<file path="config.mk">
export PLATFORM = sky130hd
export DESIGN_NAME = hazard_ctrl_unit
export DESIGN_NICKNAME = d
export VERILOG_FILES = /design/src/rtl/hazard_pkg.sv /design/src/rtl/hazard_stall_timer.sv /design/src/rtl/hazard_ctrl_unit.sv
export SDC_FILE = /design/constraint.sdc
export NUM_CORES = 1
export LEC_CHECK = 0
export CAP_MARGIN = 20
export CORE_MARGIN = 4
export CORE_UTILIZATION = 48
export CTS_CLUSTER_DIAMETER = 100
export DETAILED_ROUTE_END_ITERATION = 10
export PLACE_DENSITY = 0.85
export REMOVE_ABC_BUFFERS = 1
export SLEW_MARGIN = 20
export SYNTH_ARGS = -nofsm -noshare
export SYNTH_HDL_FRONTEND = slang
export SYNTH_SLANG_ARGS = --single-unit
</file>
<file path="constraint.sdc">
create_clock -name clk -period 2.7 [get_ports clk]
set_input_delay 0.54 -clock clk [delete_from_list [all_inputs] [get_ports clk]]
set_output_delay 0.54 -clock clk [all_outputs]
set_load 0.02 [all_outputs]
</file>
<file path="src/rtl/hazard_pkg.sv">
// Shared types and constants for the pipeline hazard controller.
// Holds the FSM state encoding, the legal parameter ranges and the control bundle.
package hazard_pkg;

    typedef enum logic [1:0] {
        IDLE,
        LU_STALL,
        MC_BUSY
    } hz_state_t;

    localparam int unsigned LU_STALL_MIN = 1;
    localparam int unsigned LU_STALL_MAX = 3;
    localparam int unsigned MC_LAT_MIN   = 2;
    localparam int unsigned MC_LAT_MAX   = 32;

    // Wide enough for the largest reload value, MC_LAT_MAX-2.
    localparam int unsigned REM_W = $clog2(MC_LAT_MAX);

    typedef struct packed {
        logic stall_if;
        logic stall_ex;
        logic stall_mem;
        logic flush_ifid;
        logic flush_idex;
        logic bubble_exmem;
    } hz_ctrl_t;

    function automatic logic src_hit(
        input logic       used,
        input logic [7:0] src,
        input logic [7:0] dst
    );
        return used && (src == dst);
    endfunction

endpackage

</file>
<file path="src/rtl/hazard_stall_timer.sv">
// Remaining-cycle counter shared by the load-use and multi-cycle stall sequences.
// Load has priority over decrement; the counter never decrements below zero.
module hazard_stall_timer
    import hazard_pkg::*;
#(
    parameter int unsigned W = REM_W
) (
    input  logic         clk,
    input  logic         rst_n,
    input  logic         load,
    input  logic [W-1:0] value,
    input  logic         dec,
    output logic [W-1:0] rem,
    output logic         last
);

    always_ff @(posedge clk or negedge rst_n) begin
        if (!rst_n) begin
            rem <= '0;
        end else if (load) begin
            rem <= value;
        end else if (dec && (rem != '0)) begin
            rem <= rem - 1'b1;
        end
    end

    assign last = (rem == W'(1));

endmodule

</file>
<file path="src/rtl/hazard_ctrl_unit.sv">
// Pipeline hazard controller: load-use stalls, multi-cycle EX stalls, taken-branch
// flushes and memory freeze, plus a saturating stall-cycle counter.
module hazard_ctrl_unit
    import hazard_pkg::*;
#(
    parameter int unsigned REG_AW       = 5,
    parameter int unsigned LU_STALL_CYC = 1,
    parameter int unsigned MC_LAT       = 4,
    parameter int unsigned CNT_W        = 16
) (
    input  logic              clk,
    input  logic              rst_n,
    input  logic [REG_AW-1:0] rs1_id,
    input  logic [REG_AW-1:0] rs2_id,
    input  logic              rs1_used_id,
    input  logic              rs2_used_id,
    input  logic [REG_AW-1:0] rd_ex,
    input  logic              regwrite_ex,
    input  logic              memread_ex,
    input  logic              mc_start_ex,
    input  logic              branch_taken_ex,
    input  logic              dmem_ready,
    output logic              stall_if,
    output logic              stall_ex,
    output logic              stall_mem,
    output logic              flush_ifid,
    output logic              flush_idex,
    output logic              bubble_exmem,
    output logic              busy,
    output logic [CNT_W-1:0]  stall_cnt
);

    generate
        if (LU_STALL_CYC < LU_STALL_MIN || LU_STALL_CYC > LU_STALL_MAX) begin : g_bad_lu
            $error("hazard_ctrl_unit: LU_STALL_CYC out of range");
        end
        if (MC_LAT < MC_LAT_MIN || MC_LAT > MC_LAT_MAX) begin : g_bad_mc
            $error("hazard_ctrl_unit: MC_LAT out of range");
        end
        if (REG_AW < 1 || REG_AW > 8) begin : g_bad_aw
            $error("hazard_ctrl_unit: REG_AW out of range");
        end
        if (CNT_W < 1) begin : g_bad_cnt
            $error("hazard_ctrl_unit: CNT_W must be positive");
        end
    endgenerate

    localparam logic [REM_W-1:0] LU_RELOAD = REM_W'(LU_STALL_CYC - 1);
    localparam logic [REM_W-1:0] MC_RELOAD = REM_W'(MC_LAT - 2);
    localparam bit               LU_MULTI  = (LU_STALL_CYC >= 2);
    localparam bit               MC_MULTI  = (MC_LAT >= 3);

    hz_state_t        state;
    hz_state_t        state_next;
    logic             freeze;
    logic             lu_hazard;
    logic             tmr_load;
    logic [REM_W-1:0] tmr_value;
    logic             tmr_dec;
    logic [REM_W-1:0] rem;
    logic             rem_last;
    hz_ctrl_t         ctrl;

    assign freeze = !dmem_ready;

    assign lu_hazard = memread_ex && regwrite_ex && (rd_ex != '0) &&
                       (src_hit(rs1_used_id, 8'(rs1_id), 8'(rd_ex)) ||
                        src_hit(rs2_used_id, 8'(rs2_id), 8'(rd_ex)));

    hazard_stall_timer #(
        .W (REM_W)
    ) u_timer (
        .clk   (clk),
        .rst_n (rst_n),
        .load  (tmr_load),
        .value (tmr_value),
        .dec   (tmr_dec),
        .rem   (rem),
        .last  (rem_last)
    );

    always_ff @(posedge clk or negedge rst_n) begin
        if (!rst_n) begin
            state <= IDLE;
        end else begin
            state <= state_next;
        end
    end

    // A freeze leaves state and timer untouched; every other input is ignored then.
    always_comb begin
        state_next = state;
        tmr_load   = 1'b0;
        tmr_value  = '0;
        tmr_dec    = 1'b0;
        if (!freeze) begin
            unique case (state)
                IDLE: begin
                    if (branch_taken_ex) begin
                        state_next = IDLE;
                    end else if (mc_start_ex) begin
                        if (MC_MULTI) begin
                            state_next = MC_BUSY;
                            tmr_load   = 1'b1;
                            tmr_value  = MC_RELOAD;
                        end
                    end else if (lu_hazard) begin
                        if (LU_MULTI) begin
                            state_next = LU_STALL;
                            tmr_load   = 1'b1;
                            tmr_value  = LU_RELOAD;
                        end
                    end
                end
                LU_STALL, MC_BUSY: begin
                    if (rem_last) begin
                        state_next = IDLE;
                    end else begin
                        tmr_dec = 1'b1;
                    end
                end
                default: state_next = IDLE;
            endcase
        end
    end

    always_comb begin
        ctrl = '0;
        if (freeze) begin
            ctrl.stall_if  = 1'b1;
            ctrl.stall_ex  = 1'b1;
            ctrl.stall_mem = 1'b1;
        end else begin
            unique case (state)
                IDLE: begin
                    if (branch_taken_ex) begin
                        ctrl.flush_ifid = 1'b1;
                        ctrl.flush_idex = 1'b1;
                    end else if (mc_start_ex) begin
                        ctrl.stall_if     = 1'b1;
                        ctrl.stall_ex     = 1'b1;
                        ctrl.bubble_exmem = 1'b1;
                    end else if (lu_hazard) begin
                        ctrl.stall_if   = 1'b1;
                        ctrl.flush_idex = 1'b1;
                    end
                end
                LU_STALL: begin
                    ctrl.stall_if   = 1'b1;
                    ctrl.flush_idex = 1'b1;
                end
                MC_BUSY: begin
                    ctrl.stall_if     = 1'b1;
                    ctrl.stall_ex     = 1'b1;
                    ctrl.bubble_exmem = 1'b1;
                end
                default: ctrl = '0;
            endcase
        end
    end

    // Outputs are gated by rst_n so they drop at once, not at the next edge.
    assign stall_if     = rst_n && ctrl.stall_if;
    assign stall_ex     = rst_n && ctrl.stall_ex;
    assign stall_mem    = rst_n && ctrl.stall_mem;
    assign flush_ifid   = rst_n && ctrl.flush_ifid;
    assign flush_idex   = rst_n && ctrl.flush_idex;
    assign bubble_exmem = rst_n && ctrl.bubble_exmem;
    assign busy         = rst_n && (state != IDLE);

    always_ff @(posedge clk or negedge rst_n) begin
        if (!rst_n) begin
            stall_cnt <= '0;
        end else if (stall_if && (stall_cnt != '1)) begin
            stall_cnt <= stall_cnt + 1'b1;
        end
    end

endmodule

</file>
==> key figures <==
Clocking
  – CTS root buf: clkbuf_4
  – Clock buffer count from CTS: 3
  – CTS clk-pin slew, worst paths: 0.11 ns
  – CTS tree: yes
  – Sink Count: 22
  – H-Tree Depth: 1
  – Maximum clock path buffer count: 2
  – Worst-Skew Late Latency: 0.32 ns

Floorplan
  – Die width: 60.7 µm
  – Total Die Area: 0.00369 mm²
  – Chip height: 60.7 µm
  – IO Pins: 47
  – Rows: 18
  – Placeable Area: 0.00257 mm²
  – Initial core utilization: 52.0%

Timing
  – Final Critical Period: 2.65 ns
  – Tightest Pin Transition: 0.459 ns
  – Worst clock skew: 0.0102 ns
  – Fin crit share: 98.1%
  – Hold Vio Cnt, Final: 0
  – Hold Slack: 0.427 ns
  – Fmax: 377 MHz
  – Max Slew Vio Count: 0
  – Slew HR: 69.2%
  – Final Setup Violations: 0

Global routing
  – Largest net degree at the start of global routing: 21
  – Vias in the first global route: 1186
  – GRT Util Overall: 19.0%
  – Grt ovf: 0
  – First-pass GRT wire length: 5.26 mm
  – Initial antenna violation count: 0

Worst setup path
  – Critical Path, Cell by Cell: clkdlybuf4s50_1 -> xor2_1 -> nor4_2 -> a32oi_2 -> buf_4 -> o21ai_4 -> buf_6
  – Setup crit end: stall_if
  – Origin of the worst setup path: rs1_id[3]
  – Worst r2r src: stall_cnt[8]
  – Crit-path max cell delay: 0.42 ns
  – FF-to-FF setup slack: 0.68 ns
  – Worst setup SP type: primary input
  – Worst Setup End Kind: output pin
  – Required @ worst endpoint: 2.16 ns
  – Kind of critical path: primary input to output pin
  – Worst EP arrival: 2.11 ns
  – Worst r2r dst: stall_cnt[1]
  – Worst Path Max Fanout: 2
  – Worst R2R Path Depth: 6
  – Max stage delay cell, worst path: clkdlybuf4s50_1

Final layout
  – Fin util: 75.8%
  – Share of cells above drive strength 1: 11.9%
  – Fill cells: 169
  – NumNets Final: 222
  – Antenna diode instance count: 0
  – Final instance area: 0.00195 mm²
  – Synth-to-Final Area Change: 45.7%

Yosys
  – Yosys warns: 0
  – Mapped Avg Cell Area: 9.89 µm²
  – Cell area after synthesis: 0.00134 mm²
  – Synth area leader: dfrtp_1
  – Post-synth cell types: 34
  – Cell count after synthesis: 135
  – Ranking of synthesized cells by area: dfrtp_1, xnor2_1, xor2_1
  – Synthesis-stage register bit count: 22
  – Synth top area share: 41.2%
  – Register area share after synthesis: 41.2%

Detailed routing
  – WL final: 3.41 mm
  – Vias: 1225
  – WL/cell: 15.3 µm
  – Routed vias/inst: 5.49
  – First-pass iteration count of the detailed router: 4
  – First DRT Iteration DRCs: 30
  – Post-route DRC: 0
  – Post-DRT Antenna Nets: 0

Outcome
  – Status: finished clean

Pwr
  – Max VDD drop: 0.742 mV
  – PD cells: 646 mW/mm²
  – LEAKAGE: 0.000842 µW
  – Tot Pwr: 1260 µW

Hold path
  – Worst min path class: primary input to asynchronous set/reset pin

Run
  – Maxcap violations: 0

Placed design
  – # port buffers: 46
  – Hpwl dp: 2.71 mm
  – Dpl cell area: 0.00189 mm²
  – GP Congestion: 0.815
==> layout by cell type (no fill, tap or decap), types with 3 or more instances in the layout <==
cell             synthesis  layout
and3_1                   7       7
clkbuf_4                 0       3
xnor2_1                 20      20
nand3_1                  8       8
dfrtp_1                 22      22
ha_1                     4       4
nand4_1                  4       4
inv_1                    4       4
xor2_1                   8       8
dlygate4sd2_1            0       4
buf_4                    0      10
clkdlybuf4s50_1          0      38
nand2_1                 11      11
nor2_1                   9       9
==> layout make-up <==
type / count / area [µm²] / share of cell area [%]
Inverter: 4 / 15.0 / 0.772
Multi-Input combinational cell: 108 / 779 / 40.1
Timing Repair Buffer: 55 / 527 / 27.1
Tap cell: 30 / 37.5 / 1.93
Sequential cell: 22 / 551 / 28.3
Clock buffer: 4 / 36.3 / 1.86
==> flip-flops by register name, summed over array words and instances (netlist names) <==
| name | flops |
|---|---|
| u_timer.rem | 5 |
| stall_cnt | 16 |
| state | 1 |
==> how the worst min path moves through the flow <==
stage                                to  slack (ns)  cells past startpoint
after global routing      stall_cnt[12]        0.41                      1
after CTS                 stall_cnt[12]        0.42                      1
final                     stall_cnt[12]        0.43                      1
after floorplan            stall_cnt[0]        0.24                      0
after detailed placement  stall_cnt[11]        0.50                      1
after global placement    stall_cnt[14]        0.48                      1
==> metal layers <==
| metal | GRT usage (%) | vias up | wire (µm) |
|---|---|---|---|
| li1 | - | 589 | - |
| met1 | 22.7 | 570 | 1360 |
| met2 | 33.7 | 56 | 1680 |
| met3 | 4.89 | 10 | 322 |
| met4 | 5.57 | 0 | 50 |
| met5 | 0 | - | 0 |
==> power by group <==
part | switching (µW) | internal [µW] | total, µW | leakage [µW]
Clock | 97.7 | 82.5 | 180 | 0.0000210
Combinational | 275 | 283 | 558 | 0.000537
Sequential | 102 | 417 | 519 | 0.000284
Total | 474 | 783 | 1260 | 0.000842
==> worst max-delay path, delay by kind of cell <==
| kind | cells | cell delay [ns] |
|---|---|---|
| buf+inv | 3 | 0.73 |
| compound gates | 2 | 0.34 |
| simple gates | 1 | 0.33 |
| xor+xnor | 1 | 0.16 |
==> per-stage QoR <==
step	setup TNS, ns	std cells	setup WS (ns)
global route	-0.00980	223	-0.00721
finish	0	223	0.0506
CTS	0	223	0.0174
global placement	-0.788	219	-0.402
floorplan	0	134	0.555
detailed placement	-1.10	219	-0.501
==> kinds of logic (layout without fill, tap and decap cells) <==
group | Yosys count | count (layout) | share of synthesized area (%)
flops | 22 | 22 | 41.2
compound gates | 13 | 13 | 8.06
fa+ha+maj | 4 | 4 | 3.75
xor+xnor | 28 | 28 | 18.4
mux | 1 | 1 | 0.843
simple gates | 62 | 62 | 25.8
buf+inv | 5 | 63 | 1.97
==> cell usage after synthesis, drive strengths merged <==
library cell / n
dfrtp: 22
xnor2: 20
nand2: 12
nand3: 9
nor2: 9
xor2: 8
and3: 7
ha: 4
inv: 4
nand4: 4
nor4: 4
o21ai: 4
and2: 3
nor2b: 3
and4: 2
nand2b: 2
nand3b: 2
nor3: 2
o211a: 2
o211ai: 2
or3: 2
a21oi: 1
a32oi: 1
a41oi: 1
buf: 1
mux2: 1
nor3b: 1
o2bb2ai: 1
o311a: 1
==> repair_timing <==
action | in CTS | in global routing
setup endpoints to repair | 3 | 4
hold endpoints to repair | 0 | 0
hold buffers | 0 | 0
pin swaps | 3 | 3
gates cloned | 0 | 0
resized for setup | 14 | 8
setup buffers | 0 | 0
No activity file was read; power rests on OpenSTA's default activity.
